## src/rtl/eth_tx_arbiter.sv

```systemverilog
`timescale 1ns/1ps
// Round-robin owner of the MAC transmit port: latches one source's buffer,
// runs the level send/done handshake with timeout, then enforces an idle gap.
//
// state     | meaning
// S_IDLE    | waiting for a request while the synchronised done is low
// S_SEND    | tx_send_o high, waiting for done from the MAC
// S_RELEASE | done seen, waiting for the MAC to drop it
// S_GAP     | grant dropped, counting the inter-packet gap
module eth_tx_arbiter #(
    parameter int NREQ        = 4,
    parameter int TIMEOUT_CYC = 1_000_000,
    parameter int GAP_CYC     = 16
) (
    input  logic                 sys_clk,
    input  logic                 rst,
    input  logic [NREQ-1:0]      req_i,
    input  logic [16*NREQ-1:0]   req_len_i,
    input  logic [16*NREQ-1:0]   req_addr_i,
    output logic [NREQ-1:0]      grant_o,
    output logic [NREQ-1:0]      done_o,
    output logic [NREQ-1:0]      err_o,
    output logic                 busy_o,
    output logic                 tx_send_o,
    output logic [15:0]          tx_len_o,
    output logic [15:0]          tx_addr_o,
    input  logic                 tx_done_i
);

    localparam int IW = (NREQ > 1) ? $clog2(NREQ) : 1;
    localparam int TW = $clog2(TIMEOUT_CYC + 1);
    localparam int GW = $clog2(GAP_CYC + 1);
    localparam logic [TW-1:0] TMR_LOAD = TW'(TIMEOUT_CYC - 1);
    localparam logic [GW-1:0] GAP_LOAD = GW'(GAP_CYC - 1);

    typedef enum logic [1:0] {S_IDLE, S_SEND, S_RELEASE, S_GAP} state_t;

    state_t            state_q, state_d;
    logic [IW-1:0]     idx_q, idx_d;
    logic [IW-1:0]     last_q, last_d;
    logic [15:0]       len_q, len_d;
    logic [15:0]       addr_q, addr_d;
    logic [NREQ-1:0]   grant_q, grant_d;
    logic [NREQ-1:0]   done_q, done_d;
    logic [NREQ-1:0]   err_q, err_d;
    logic              send_q, send_d;
    logic              busy_q, busy_d;
    logic [TW-1:0]     tmr_q, tmr_d;
    logic [GW-1:0]     gap_q, gap_d;
    logic              done_meta_q, done_s_q;

    logic [15:0]       len_arr  [NREQ];
    logic [15:0]       addr_arr [NREQ];
    logic              sel_found;
    logic [IW-1:0]     sel_idx;
    logic [NREQ-1:0]   sel_oh;

    for (genvar g = 0; g < NREQ; g++) begin : g_unpack
        assign len_arr[g]  = req_len_i[16*g +: 16];
        assign addr_arr[g] = req_addr_i[16*g +: 16];
    end

    function automatic logic [IW-1:0] wrap_idx(input logic [IW-1:0] base, input int off);
        int s;
        s = (int'(base) + off) % NREQ;
        return IW'(s);
    endfunction

    // Search upward from the source after the last one served, wrapping.
    always_comb begin
        sel_found = 1'b0;
        sel_idx   = '0;
        for (int i = 1; i <= NREQ; i++) begin
            if (!sel_found && req_i[wrap_idx(last_q, i)]) begin
                sel_found = 1'b1;
                sel_idx   = wrap_idx(last_q, i);
            end
        end
    end

    assign sel_oh = {{(NREQ-1){1'b0}}, 1'b1} << sel_idx;

    always_ff @(posedge sys_clk) begin
        if (rst) begin
            done_meta_q <= 1'b0;
            done_s_q    <= 1'b0;
        end else begin
            done_meta_q <= tx_done_i;
            done_s_q    <= done_meta_q;
        end
    end

    always_comb begin
        state_d = state_q;
        idx_d   = idx_q;
        last_d  = last_q;
        len_d   = len_q;
        addr_d  = addr_q;
        grant_d = grant_q;
        done_d  = '0;
        err_d   = '0;
        send_d  = send_q;
        tmr_d   = tmr_q;
        gap_d   = gap_q;

        unique case (state_q)
            S_IDLE: begin
                // A done still high from the previous packet would complete
                // the next one instantly, so selection waits for it to clear.
                if (sel_found && !done_s_q) begin
                    idx_d  = sel_idx;
                    len_d  = len_arr[sel_idx];
                    addr_d = addr_arr[sel_idx];
                    if (len_arr[sel_idx] == 16'd0) begin
                        done_d  = sel_oh;
                        last_d  = sel_idx;
                        gap_d   = GAP_LOAD;
                        state_d = S_GAP;
                    end else begin
                        grant_d = sel_oh;
                        send_d  = 1'b1;
                        tmr_d   = TMR_LOAD;
                        state_d = S_SEND;
                    end
                end
            end
            S_SEND: begin
                if (done_s_q) begin
                    send_d  = 1'b0;
                    done_d  = grant_q;
                    tmr_d   = TMR_LOAD;
                    state_d = S_RELEASE;
                end else if (tmr_q == '0) begin
                    send_d  = 1'b0;
                    err_d   = grant_q;
                    grant_d = '0;
                    last_d  = idx_q;
                    gap_d   = GAP_LOAD;
                    state_d = S_GAP;
                end else begin
                    tmr_d = tmr_q - 1'b1;
                end
            end
            S_RELEASE: begin
                if (!done_s_q || tmr_q == '0) begin
                    err_d   = done_s_q ? grant_q : '0;
                    grant_d = '0;
                    last_d  = idx_q;
                    gap_d   = GAP_LOAD;
                    state_d = S_GAP;
                end else begin
                    tmr_d = tmr_q - 1'b1;
                end
            end
            S_GAP: begin
                grant_d = '0;
                if (gap_q == '0) begin
                    state_d = S_IDLE;
                end else begin
                    gap_d = gap_q - 1'b1;
                end
            end
            default: state_d = S_IDLE;
        endcase

        busy_d = (state_d != S_IDLE);
    end

    always_ff @(posedge sys_clk) begin
        if (rst) begin
            state_q <= S_IDLE;
            idx_q   <= '0;
            last_q  <= IW'(NREQ - 1);
            len_q   <= '0;
            addr_q  <= '0;
            grant_q <= '0;
            done_q  <= '0;
            err_q   <= '0;
            send_q  <= 1'b0;
            busy_q  <= 1'b0;
            tmr_q   <= '0;
            gap_q   <= '0;
        end else begin
            state_q <= state_d;
            idx_q   <= idx_d;
            last_q  <= last_d;
            len_q   <= len_d;
            addr_q  <= addr_d;
            grant_q <= grant_d;
            done_q  <= done_d;
            err_q   <= err_d;
            send_q  <= send_d;
            busy_q  <= busy_d;
            tmr_q   <= tmr_d;
            gap_q   <= gap_d;
        end
    end

    assign grant_o   = grant_q;
    assign done_o    = done_q;
    assign err_o     = err_q;
    assign busy_o    = busy_q;
    assign tx_send_o = send_q;
    assign tx_len_o  = len_q;
    assign tx_addr_o = addr_q;

endmodule
```

## config.mk

```make
export PLATFORM = sky130hd
export DESIGN_NAME = eth_tx_arbiter
export DESIGN_NICKNAME = d
export VERILOG_FILES = /design/src/rtl/eth_tx_arbiter.sv
export SDC_FILE = /design/constraint.sdc
export NUM_CORES = 1
export LEC_CHECK = 0
export ABC_CLOCK_PERIOD_IN_PS = 5110
export BUFFER_PORTS_ARGS = -buffer_cell sky130_fd_sc_hd__buf_2
export CORE_MARGIN = 2
export CORE_UTILIZATION = 36
export DETAILED_ROUTE_END_ITERATION = 8
export GPL_TIMING_DRIVEN = 1
export PLACE_DENSITY = 0.61
export SYNTH_ARGS = -nofsm -noshare
export SYNTH_HDL_FRONTEND = slang
export SYNTH_SLANG_ARGS = --single-unit
```

## constraint.sdc

```tcl
create_clock -name sys_clk -period 5.11 [get_ports sys_clk]
set_input_delay 0.7665 -clock sys_clk [delete_from_list [all_inputs] [get_ports sys_clk]]
set_output_delay 0.7665 -clock sys_clk [all_outputs]
set_load 0.02 [all_outputs]
```

==> results by group <==
Status
  • Outcome: complete, no violations

Route
  • Routed WL per cell: 16.3 um
  • Via-per-instance ratio: around 5.6
  • Drt total wl: 16.2 mm
  • Starting DRT DRC Count: 351
  • Antenna-violating nets left: 0
  • Pre-antenna DRT Iters: 5
  • Post-route DRC: 0
  • Via count: around 5500

Setup path
  • Worst Path Required: approximately 5.4 ns
  • FF-to-FF End: tmr_q[14]
  • R2r worst-path depth: 10
  • Kind of critical path: in2reg
  • Crit. path cell count: 11
  • Worst setup path start: req_i[3]
  • Worst path top cell family by delay: compound AO/OA/AOI/OAI gates
  • Arrival time at the worst endpoint: 4.27 ns
  • Worst setup SP type: primary input
  • Cell mode on critical path: buf_4
  • Crit. End Element: flip-flop
  • Crit Reg-Reg Startpoint: last_q[0]
  • Worst path cell trace: buf_2, and2b_1, o21ai_1, and3_2, buf_4, mux4_2, o2111ai_1, o41ai_4, buf_4, a221o_1, a221oi_1
  • R2R setup slack: 1.20 ns
  • CP Max Fanout: 49
  • Worst path slowest cell: mux4_2
  • Worst path bufs/invs: 3
  • Critical Path Sink: tmr_q[14]
  • Slowest stage delay, CP: 0.60 ns

Floorplanning
  • Die area: 14500 um2
  • Die X: ~120 um
  • Core Box Area: about 13000 um2
  • Row count: 42
  • Initial Util: 0.369
  • # IOs: 181
  • Die Ht: 120 um

Clocking
  • Clk Latency, worst-skew pair: 0.35 ns
  • CTS Hold Buffers Added: 0
  • TritonCTS clock tree: yes
  • Num CTS Buffers: 9
  • Clock Sink Count: 79
  • Cells resized by post-CTS repair: 0
  • Maximum clock insertion buffer count: 2
  • Post-CTS Setup Bufs: 0
  • Reg clk slew, reported paths: 0.06 ns
  • H-Tree Depth: 3
  • CTS Root Cell: clkbuf_16

Timing
  • Fmax: 249 MHz
  • Setup TNS: 0 ns
  • Fin crit share: 0.786
  • WHS: 0.440 ns
  • Slew Limit Fails: 0
  • Worst slew pin tran: 0.770 ns
  • Final Hold Viols: 0
  • RSZ-0062 raised after global routing: no
  • Final Skew: between 0.006 and 0.007 ns
  • Tmin final: 4.02 ns
  • Worst slew margin: 0.479
  • Setup violations, final: 0

Flow run
  • Total of max-cap violations: 0

GRT
  • Total grt overflow: 0
  • Largest net degree at the start of global routing: 50
  • Vias in the first global route: between 5000 and 6000
  • Tot GR Track Use: 0.221
  • First-pass GRT wire length: approximately 26 mm
  • Initial antenna violation count: 0

Min path
  • Worst Hold Depth: 2
  • Worst Hold Class: reg2reg

Logic synthesis
  • Synth Register Bits: 79
  • Synth unique cells: 61
  • Sequential-to-total area share from yosys stat: 0.324
  • Fraction of registers with async set or reset after synthesis: 0
  • Cell count after synthesis: 657
  • Synthesized cell area: 4880 um2
  • Post-synth EDFFs: 0
  • Synth warn: 0
  • Synth Area per Inst: ~7.4 um2
  • Leading register cell type out of synthesis: dfxtp_1
  • Post-Syn Nets: 798

Power
  • Peak VDD IR: 186 uV
  • PwrDens: 439 nW/um2
  • Static leakage: 2.78 nW
  • Total power: between 2 and 3 mW

Cells and area
  • Diodes inserted: 0
  • Layout filler cell count: about 1400
  • Layout Nets: between 900 and 1000
  • Share of layout cells above drive strength 1: 0.289
  • Core Util, Final: 0.472
  • Area Overhead vs Synth: 27.9%
  • Layout Cells excl Fill: 992

Place
  • Port Buffers: 180
  • Final GP Congestion: between 0.8 and 0.9
  • DP Wirelength: 12.2 mm
  • Placed instance count: 976
[sequential cells by signal, summed over array words and instances, names as in the netlist]
signal	count
tx_send_o	1
busy_o	1
err_o	4
tx_addr_o	16
last_q	2
grant_o	4
gap_q	5
done_s_q	1
done_o	4
tx_len_o	16
tmr_q	20
done_meta_q	1
idx_q	2
state_q	2
[cells in the mapped netlist, types with 13 or more instances]
cell type / instances / area, um2
dfxtp_1: 79 / 1580
inv_1: 20 / 75.1
nor2_1: 20 / 75.1
clkbuf_1: 36 / 135
a31oi_1: 13 / 81.3
a21oi_1: 52 / 260
a211oi_1: 15 / 113
nand2_1: 160 / 601
nand3_1: 80 / 400
o21ai_0: 13 / 65.1
[how the worst min path moves through the flow]
stage | start | to
floorplan | gap_q[4] | gap_q[4]
finish | gap_q[4] | gap_q[4]
global route | gap_q[4] | gap_q[4]
detailed placement | gap_q[4] | gap_q[4]
global placement | gap_q[4] | gap_q[4]
CTS | gap_q[4] | gap_q[4]
[where the power goes]
part | total, mW | leakage [nW] | internal (mW) | switching (mW)
clock network | 0.753 | 0.166 | 0.479 | 0.274
registers | 0.833 | 0.650 | 0.737 | 0.0959
logic | 1.15 | 1.96 | 0.430 | 0.725
total | 2.74 | 2.78 | 1.65 | 1.10
[placed cells by master (no fill, tap or decap), drive strengths merged, types with 3 or more instances in the layout]
cell       n
a211o      4
a211oi    15
a21o       4
a21oi     53
a221o      4
a221oi     6
a31oi     13
and2      11
buf      191
bufinv     3
clkbuf     9
dfxtp     79
ha         6
inv       21
mux2       3
mux4      11
nand2    160
nand2b     6
nand3     81
nand4     11
nor2      21
nor2b      6
nor3      11
nor4       7
nor4b      3
o2111a     3
o21a       6
o21ai     17
o2bb2ai    3
o31ai      3
o32ai      4
o41ai      3
or2        4
or3        5
or4        7
[metal layers]
metal / share of wire / global-route usage / vias to the layer above / wire length [um]
li1: - / - / 2672 / -
met1: 0.43 / 0.281 / 2612 / 6970
met2: 0.49 / 0.368 / 206 / 7930
met3: 0.062 / 0.0590 / 20 / 1010
met4: 0.019 / 0.0647 / 0 / 309
met5: 0 / 0 / - / 0
[layout make-up]
type                       count  area (um2)  area share
clock buffer                   9         225      0.0361
clock inverter                 7         120      0.0192
inverter                      20        75.1      0.0120
multi-input combinational    510        3040       0.487
sequential                    79        1580       0.253
tap                          176         220      0.0353
timing repair buffer         191         983       0.157
[metrics by stage]
stage                     setup slack [ns]  area (um2)
after global routing                 0.788        6240
after global placement               0.877        5900
after detailed placement             0.742        5900
final                                 1.09        6240
after CTS                             1.10        6240
after floorplan                       1.46        4880
[worst min-delay path, cell delays in order (launching register included)]
cell and delay, ns:
dfxtp_1 0.31, nand2_1 0.05, a21oi_1 0.04
[kinds of logic after synthesis]
logic type      Yosys count  share of synthesized area
buf+inv                  68                     0.0566
mux                      15                     0.0597
fa+ha+maj                 7                     0.0174
flops                    79                      0.324
compound gates          149                      0.211
simple gates            339                      0.331
Note: power is estimated with default switching activity, not from simulation.
